===== config.mk =====
export PLATFORM = sky130hd
export DESIGN_NAME = wb_segment_loader
export DESIGN_NICKNAME = d
export VERILOG_FILES = /design/src/rtl/wb_segment_loader.sv
export SDC_FILE = /design/constraint.sdc
export NUM_CORES = 1
export LEC_CHECK = 0
export BUFFER_PORTS_ARGS = -buffer_cell sky130_fd_sc_hd__buf_4
export CORE_AREA = 2 2 221 223
export CTS_BUF_LIST = sky130_fd_sc_hd__clkbuf_4 sky130_fd_sc_hd__clkbuf_8 sky130_fd_sc_hd__clkbuf_16
export CTS_CLUSTER_SIZE = 40
export DETAILED_ROUTE_END_ITERATION = 10
export DIE_AREA = 0 0 223 225
export GPL_TIMING_DRIVEN = 0
export SYNTH_ARGS = -nofsm -noshare
export SYNTH_HDL_FRONTEND = slang
export SYNTH_SLANG_ARGS = --single-unit
export TNS_END_PERCENT = 1

===== constraint.sdc =====
create_clock -name clk -period 6.55 [get_ports clk]
set_clock_uncertainty 0.15 [all_clocks]
set_input_delay 0.3275 -clock clk [delete_from_list [all_inputs] [get_ports clk]]
set_output_delay 0.3275 -clock clk [all_outputs]
set_load 0.05 [all_outputs]

===== src/rtl/wb_segment_loader.sv =====
`default_nettype none
// ============================================================================
// Module   : wb_segment_loader
// Purpose  : Parses block/length/payload/checksum segments from a byte stream
//            and writes the payload into RAM over Wishbone classic writes,
//            holding the CPU in reset and owning the RAM bus while loading.
// Revision : 1.0 - initial release
// ============================================================================
module wb_segment_loader #(
   parameter int DATA_WIDTH  = 32,
   parameter int ADDR_WIDTH  = 32,
   parameter int BLOCK_SHIFT = 9,
   parameter int BIG_ENDIAN  = 1,
   parameter int CHECKSUM_EN = 1,
   parameter int ACK_TIMEOUT = 1023
) (
   input  logic                    clk,
   input  logic                    reset,
   input  logic                    i_start,
   input  logic                    i_abort,
   output logic                    o_byte_req,
   input  logic                    i_byte_valid,
   input  logic [7:0]              i_byte_data,
   output logic                    o_wb_cyc,
   output logic                    o_wb_stb,
   output logic                    o_wb_we,
   output logic [DATA_WIDTH/8-1:0] o_wb_sel,
   output logic [ADDR_WIDTH-1:0]   o_wb_adr,
   output logic [DATA_WIDTH-1:0]   o_wb_dat,
   input  logic                    i_wb_ack,
   input  logic                    i_wb_err,
   output logic                    o_cpu_rst,
   output logic                    o_mux,
   output logic                    o_done,
   output logic                    o_err,
   output logic [1:0]              o_err_code,
   output logic [3:0]              o_state
);

   localparam int C_NB     = DATA_WIDTH / 8;
   localparam int C_LANE_W = $clog2(C_NB);
   localparam int C_TO_W   = $clog2(ACK_TIMEOUT + 1);

   typedef enum logic [3:0] {
      S_IDLE     = 4'd0,
      S_HDR_BLK  = 4'd1,
      S_HDR_LEN  = 4'd2,
      S_PAYLOAD  = 4'd3,
      S_WB_WRITE = 4'd4,
      S_TRAILER  = 4'd5,
      S_DONE     = 4'd6,
      S_ERROR    = 4'd7
   } state_t;

   state_t                state_q, state_d;
   logic [31:0]           blk_q, blk_d;
   logic [31:0]           len_q, len_d;
   logic [31:0]           cnt_q, cnt_d;
   logic [1:0]            hdr_q, hdr_d;
   logic [C_LANE_W-1:0]   lane_q, lane_d;
   logic [ADDR_WIDTH-1:0] word_q, word_d;
   logic [7:0]            sum_q, sum_d;
   logic [DATA_WIDTH-1:0] dat_q, dat_d;
   logic [C_NB-1:0]       sel_q, sel_d;
   logic [C_TO_W-1:0]     to_q, to_d;
   logic                  done_q, done_d;
   logic                  err_q, err_d;
   logic [1:0]            code_q, code_d;

   logic [C_LANE_W-1:0]   w_lane;
   logic                  w_wb;

   // Physical lane for the next payload byte depends on byte order.
   assign w_lane = (BIG_ENDIAN != 0) ? (C_LANE_W'(C_NB - 1) - lane_q) : lane_q;
   assign w_wb   = (state_q == S_WB_WRITE);

   assign o_byte_req = (state_q == S_HDR_BLK) || (state_q == S_HDR_LEN) ||
                       (state_q == S_PAYLOAD) || (state_q == S_TRAILER);
   assign o_wb_cyc   = w_wb;
   assign o_wb_stb   = w_wb;
   assign o_wb_we    = w_wb;
   assign o_wb_sel   = w_wb ? sel_q : '0;
   assign o_wb_dat   = w_wb ? dat_q : '0;
   assign o_wb_adr   = w_wb ? ((ADDR_WIDTH'(blk_q) << BLOCK_SHIFT) + (word_q << C_LANE_W)) : '0;
   assign o_cpu_rst  = (state_q != S_IDLE) && (state_q != S_DONE);
   assign o_mux      = o_cpu_rst && (state_q != S_ERROR);
   assign o_done     = done_q;
   assign o_err      = err_q;
   assign o_err_code = code_q;
   assign o_state    = state_q;

   // State and datapath registers.
   always_ff @(posedge clk or posedge reset) begin
      if (reset) begin
         state_q <= S_IDLE;
         blk_q   <= '0;
         len_q   <= '0;
         cnt_q   <= '0;
         hdr_q   <= '0;
         lane_q  <= '0;
         word_q  <= '0;
         sum_q   <= '0;
         dat_q   <= '0;
         sel_q   <= '0;
         to_q    <= '0;
         done_q  <= 1'b0;
         err_q   <= 1'b0;
         code_q  <= '0;
      end else begin
         state_q <= state_d;
         blk_q   <= blk_d;
         len_q   <= len_d;
         cnt_q   <= cnt_d;
         hdr_q   <= hdr_d;
         lane_q  <= lane_d;
         word_q  <= word_d;
         sum_q   <= sum_d;
         dat_q   <= dat_d;
         sel_q   <= sel_d;
         to_q    <= to_d;
         done_q  <= done_d;
         err_q   <= err_d;
         code_q  <= code_d;
      end
   end

   // Next-state and datapath updates; abort overrides everything but keeps status.
   always_comb begin
      state_d = state_q;
      blk_d   = blk_q;
      len_d   = len_q;
      cnt_d   = cnt_q;
      hdr_d   = hdr_q;
      lane_d  = lane_q;
      word_d  = word_q;
      sum_d   = sum_q;
      dat_d   = dat_q;
      sel_d   = sel_q;
      to_d    = to_q;
      done_d  = done_q;
      err_d   = err_q;
      code_d  = code_q;
      if (i_abort) begin
         state_d = S_IDLE;
         cnt_d   = '0;
         hdr_d   = '0;
         lane_d  = '0;
         word_d  = '0;
         sum_d   = '0;
         dat_d   = '0;
         sel_d   = '0;
         to_d    = '0;
      end else begin
         case (state_q)
            S_IDLE, S_DONE, S_ERROR: begin
               if (i_start) begin
                  state_d = S_HDR_BLK;
                  hdr_d   = '0;
                  done_d  = 1'b0;
                  err_d   = 1'b0;
                  code_d  = '0;
               end
            end
            S_HDR_BLK: begin
               if (i_byte_valid) begin
                  blk_d = {blk_q[23:0], i_byte_data};
                  hdr_d = hdr_q + 2'd1;
                  if (hdr_q == 2'd3) begin
                     if (blk_d == 32'hFFFF_FFFF) begin
                        state_d = S_DONE;
                        done_d  = 1'b1;
                     end else begin
                        state_d = S_HDR_LEN;
                     end
                  end
               end
            end
            S_HDR_LEN: begin
               if (i_byte_valid) begin
                  len_d = {len_q[23:0], i_byte_data};
                  hdr_d = hdr_q + 2'd1;
                  if (hdr_q == 2'd3) begin
                     word_d = '0;
                     lane_d = '0;
                     cnt_d  = '0;
                     sum_d  = '0;
                     dat_d  = '0;
                     sel_d  = '0;
                     if (len_d != 32'd0)      state_d = S_PAYLOAD;
                     else if (CHECKSUM_EN != 0) state_d = S_TRAILER;
                     else                     state_d = S_HDR_BLK;
                  end
               end
            end
            S_PAYLOAD: begin
               if (i_byte_valid) begin
                  for (int i = 0; i < C_NB; i++) begin
                     if (w_lane == C_LANE_W'(i)) begin
                        dat_d[i*8 +: 8] = i_byte_data;
                        sel_d[i]        = 1'b1;
                     end
                  end
                  cnt_d  = cnt_q + 32'd1;
                  sum_d  = sum_q + i_byte_data;
                  lane_d = lane_q + C_LANE_W'(1);
                  if ((lane_q == C_LANE_W'(C_NB - 1)) || (cnt_d == len_q)) begin
                     state_d = S_WB_WRITE;
                     to_d    = '0;
                  end
               end
            end
            S_WB_WRITE: begin
               if (i_wb_err) begin
                  state_d = S_ERROR;
                  err_d   = 1'b1;
                  code_d  = 2'd2;
               end else if (i_wb_ack) begin
                  word_d = word_q + ADDR_WIDTH'(1);
                  lane_d = '0;
                  dat_d  = '0;
                  sel_d  = '0;
                  if (cnt_q != len_q)        state_d = S_PAYLOAD;
                  else if (CHECKSUM_EN != 0) state_d = S_TRAILER;
                  else                       state_d = S_HDR_BLK;
               end else if (to_q == C_TO_W'(ACK_TIMEOUT - 1)) begin
                  state_d = S_ERROR;
                  err_d   = 1'b1;
                  code_d  = 2'd3;
               end else begin
                  to_d = to_q + C_TO_W'(1);
               end
            end
            S_TRAILER: begin
               if (i_byte_valid) begin
                  if (i_byte_data == sum_q) begin
                     state_d = S_HDR_BLK;
                     hdr_d   = '0;
                  end else begin
                     state_d = S_ERROR;
                     err_d   = 1'b1;
                     code_d  = 2'd1;
                  end
               end
            end
            default: state_d = S_IDLE;
         endcase
      end
   end

endmodule
`default_nettype wire


==> impl_results.md <==
- Gr usage total: 14.2%
- Final Hold Fails: 0
- Pwr Total: about 4.2 mW
- CP max FO: 7
- Peak supply drop: 0.254 mV
- GPL Wtd Cong: 0.907
- Sequential share of power: 37.1%
- WL per Instance: 18.1 um
- Detailed-placement wirelength estimate: 26500 um
- Starting Density: 23.9%
- Area grow syn2layout: 18.5%
- Share of the synthesized area in the top cell type: between 40% and 50%
- Critical Path RT: 6070 ps
- CTS Buf Count: 17
- Switching share of total power: about 41%
- CTS tree: yes
- Global-route wire length before repair: approximately 56000 um
- Clock sink total: 183
- Core Util, Final: 28.3%
- Combinational share of power: between 30 and 40%
- P per Cell Area: 314 mW/mm2
- Routed vias/inst: ~5
- Seq cells post-synth: 183
- Crit Path Class: flop to output pin
- Crit Reg-Reg Startpoint: cnt_q[0]
- Syn Area/Cell: 9.24 um2
- Ant diodes: 0
- Max frequency: approximately 230 MHz
- Internal power: 2.47 mW
- Crit-path slowest cell: dfrtp_1
- Slowest stage delay, CP: 460 ps
- Count leader, synth: dfrtp_1
- Clk_lat worst skew: 450 ps
- Worst Setup Start Kind: flop
- Number of synthesized flops with an enable pin: 0
- Root buffer cell: clkbuf_16
- Fin nets: ~1400
- Pre-antenna DRT Iters: 5
- Setup violators final: 0
- Number of global-route vias before repair: 9720
- Yosys warns: 0
- Initial antenna violation count: 0
- Mapped Area: 0.0113 mm2
- I/O Buffers: 91
- P_sw: about 1.8 mW
- Total Wirelength: 35700 um
- Largest cells by area after synthesis: dfrtp_1 40%, mux2_2 5.7%, xor2_1 4.5%
- Maximum number of pins on one net before global-route repair: approximately 120
- Clock edge transition at the registers on the reported setup and hold paths: 80 ps
- Crit. Startpoint: word_q[7]
- GRT overflow: 0
- HP Class: input pin to flop
- Clock Power Share: roughly 25%
- Final Max Tran Viols: 0
- I/O pins: 97
- Clk buf depth: 2
- Main synth FF type: dfrtp_1
- DRC Markers: 0
- Place WS: ~2700 ps
- Ys async rst share: 100%
- FF/Latch Area: 0.00458 mm2
- Chip width: 223 um
- Min-delay src: i_wb_err
- Outcome: finished, final reports clean
- Core Box Area: ~0.048 mm2
- Max transition margin: 29.0%
- DR vias: 10000
- Top post-synthesis cells by count: 183 x dfrtp_1, 112 x nor2_1, 103 x nand2_1, 99 x o21ai_0, 71 x and3_1
- Worst Tran Pin Value: 1060 ps
- FP Rows: 80
- 1st-iter DRT viols: 828
- Unrepaired setup endpoints after global routing: no
- CP Capture Type: output pin
- Cell taking the most area after synthesis: dfrtp_1
- Min Clock Period, post-route: 4370 ps
- H-tree depth: 4
- Layout cell share with drive strength beyond 1: 16.3%
- Seq/Total Area, Yosys: 40.4%
- Fin worst setup slack: approximately 2200 ps
- Fill cells: 5011
- Area occupied by multi-input gates: 0.00633 mm2
- Die area: approximately 0.05 mm2
- Max Cap Viol: 0
- DRT antenna net count: 0
- Critical path cell sequence: ha_1 > fa_1 > a211oi_1 > o21a_1 > o31ai_1 > a41oi_1 > o221ai_1 > o21ai_0 > a31oi_1 > xnor2_1 > nor2_1 > buf_4
- Yosys cell types: 78
- WP data arrival: 3900 ps
- Placement Cell Area: between 0.01 and 0.015 mm2
- Syn Inst Count: 1228
- LEAKAGE: between 6 and 7 nW
- Chip height: 225 um
- Period utilization: 66.8%
- Finished Cell Area: between 0.01 and 0.015 mm2
## worst paths after layout
path	slack [ps]	depth (start not counted)	to
setup / recovery	2180	12	o_wb_adr[31]
hold / removal	100	4	o_err_code[0]
setup reg to reg	2620	11	to_q[1]
hold reg to reg	340	1	dat_q[22]
max in group asynchronous	4970	4	cnt_q[26]
min in group asynchronous	330	3	word_q[29]
## sequential cells by signal, summed over array words and instances, names as in the netlist
register and flops:
blk_q 24, cnt_q 32, dat_q 32, hdr_q 2, lane_q 2, len_q 32, o_done 1, o_err 1
o_err_code 2, o_state 3, sel_q 4, sum_q 8, to_q 10, word_q 30
## worst max-delay path, delay by kind of cell, from the launching register on
family	cells	cell delay, ps
flip-flops	1	460
adder cells (fa/ha/maj)	2	680
AO/OA/AOI/OAI	7	1810
XOR/XNOR	1	160
AND/OR/NAND/NOR	1	120
buffers and inverters	1	220
## power groups by stage
stage | Clock, mW | Sequential, mW | Combinational [mW]
3_3_place_gp | 0 | 1.58 | 1.55
4_1_cts | 1.08 | 1.56 | 1.59
6_report | 1.06 | 1.56 | 1.59
5_1_grt | 1.14 | 1.59 | 1.74
2_1_floorplan | 0 | 1.52 | 1.12
3_5_place_dp | 0 | 1.58 | 1.58
## area by class of cell
class / count / area share, %
multi-input combinational: 952 / 47.1
buffer: 76 / 2.77
tap: 615 / 5.72
timing repair buffer: 93 / 5.36
clock inverter: 12 / 1.07
inverter: 19 / 0.586
clock buffer: 19 / 3.32
sequential: 183 / 34.1
## layer usage
metal / share of wire [%] / wire length (um) / track usage, %
met4: 2.4 / 859 / 4.96
met1: 44 / 15900 / 19.0
met2: 47 / 16800 / 23.2
met5: 0 / 0 / 0
met3: 6.1 / 2170 / 2.18
## per-stage QoR
step / hold WS (ps) / std cells / TNS (ps)
finish: 101 / 1969 / 0
global route: 114 / 1969 / 0
CTS: 91.4 / 1969 / 0
detailed placement: 267 / 1937 / 0
global placement: 320 / 1936 / -209410
floorplan: 303 / 1230 / 0
## layout by cell type, fill, tap and decap left out, drive strengths merged, types with 5 or more instances in the layout
master	synthesis	routed
a211oi	9	9
a21o	10	10
a21oi	53	53
a22o	36	36
a31oi	8	8
and2	9	9
and3	73	73
buf	29	121
clkbuf	47	66
clkinv	2	7
dfrtp	183	183
ha	40	40
inv	17	20
mux2	59	59
mux2i	5	5
nand2	103	103
nand2b	8	8
nand3	39	39
nand4	34	34
nor2	112	112
nor2b	5	5
nor3	23	23
nor4	23	23
o21a	12	12
o21ai	105	105
o21bai	8	8
o31ai	23	23
o41ai	6	6
or3	6	6
xnor2	32	32
xor2	58	58
## kinds of logic (layout without fill, tap and decap cells)
logic type / count (synthesis) / in the layout / synth area share (%)
flip-flops: 183 / 183 / 40.4
AND/OR/NAND/NOR: 453 / 453 / 20.2
buffers and inverters: 95 / 219 / 3.91
other: 1 / 3 / 0.0330
AO/OA/AOI/OAI: 300 / 300 / 17.4
adder cells (fa/ha/maj): 42 / 42 / 4.76
multiplexers: 64 / 64 / 6.36
XOR/XNOR: 90 / 90 / 6.95
## repair_timing
action                     4_1_cts  5_1_grt
setup endpoints to repair        0        0
hold endpoints to repair        68        0
hold buffers                     1        0
gates resized for setup          0        0
setup buffers                    0        0
Power figures use the tool's default switching activity.
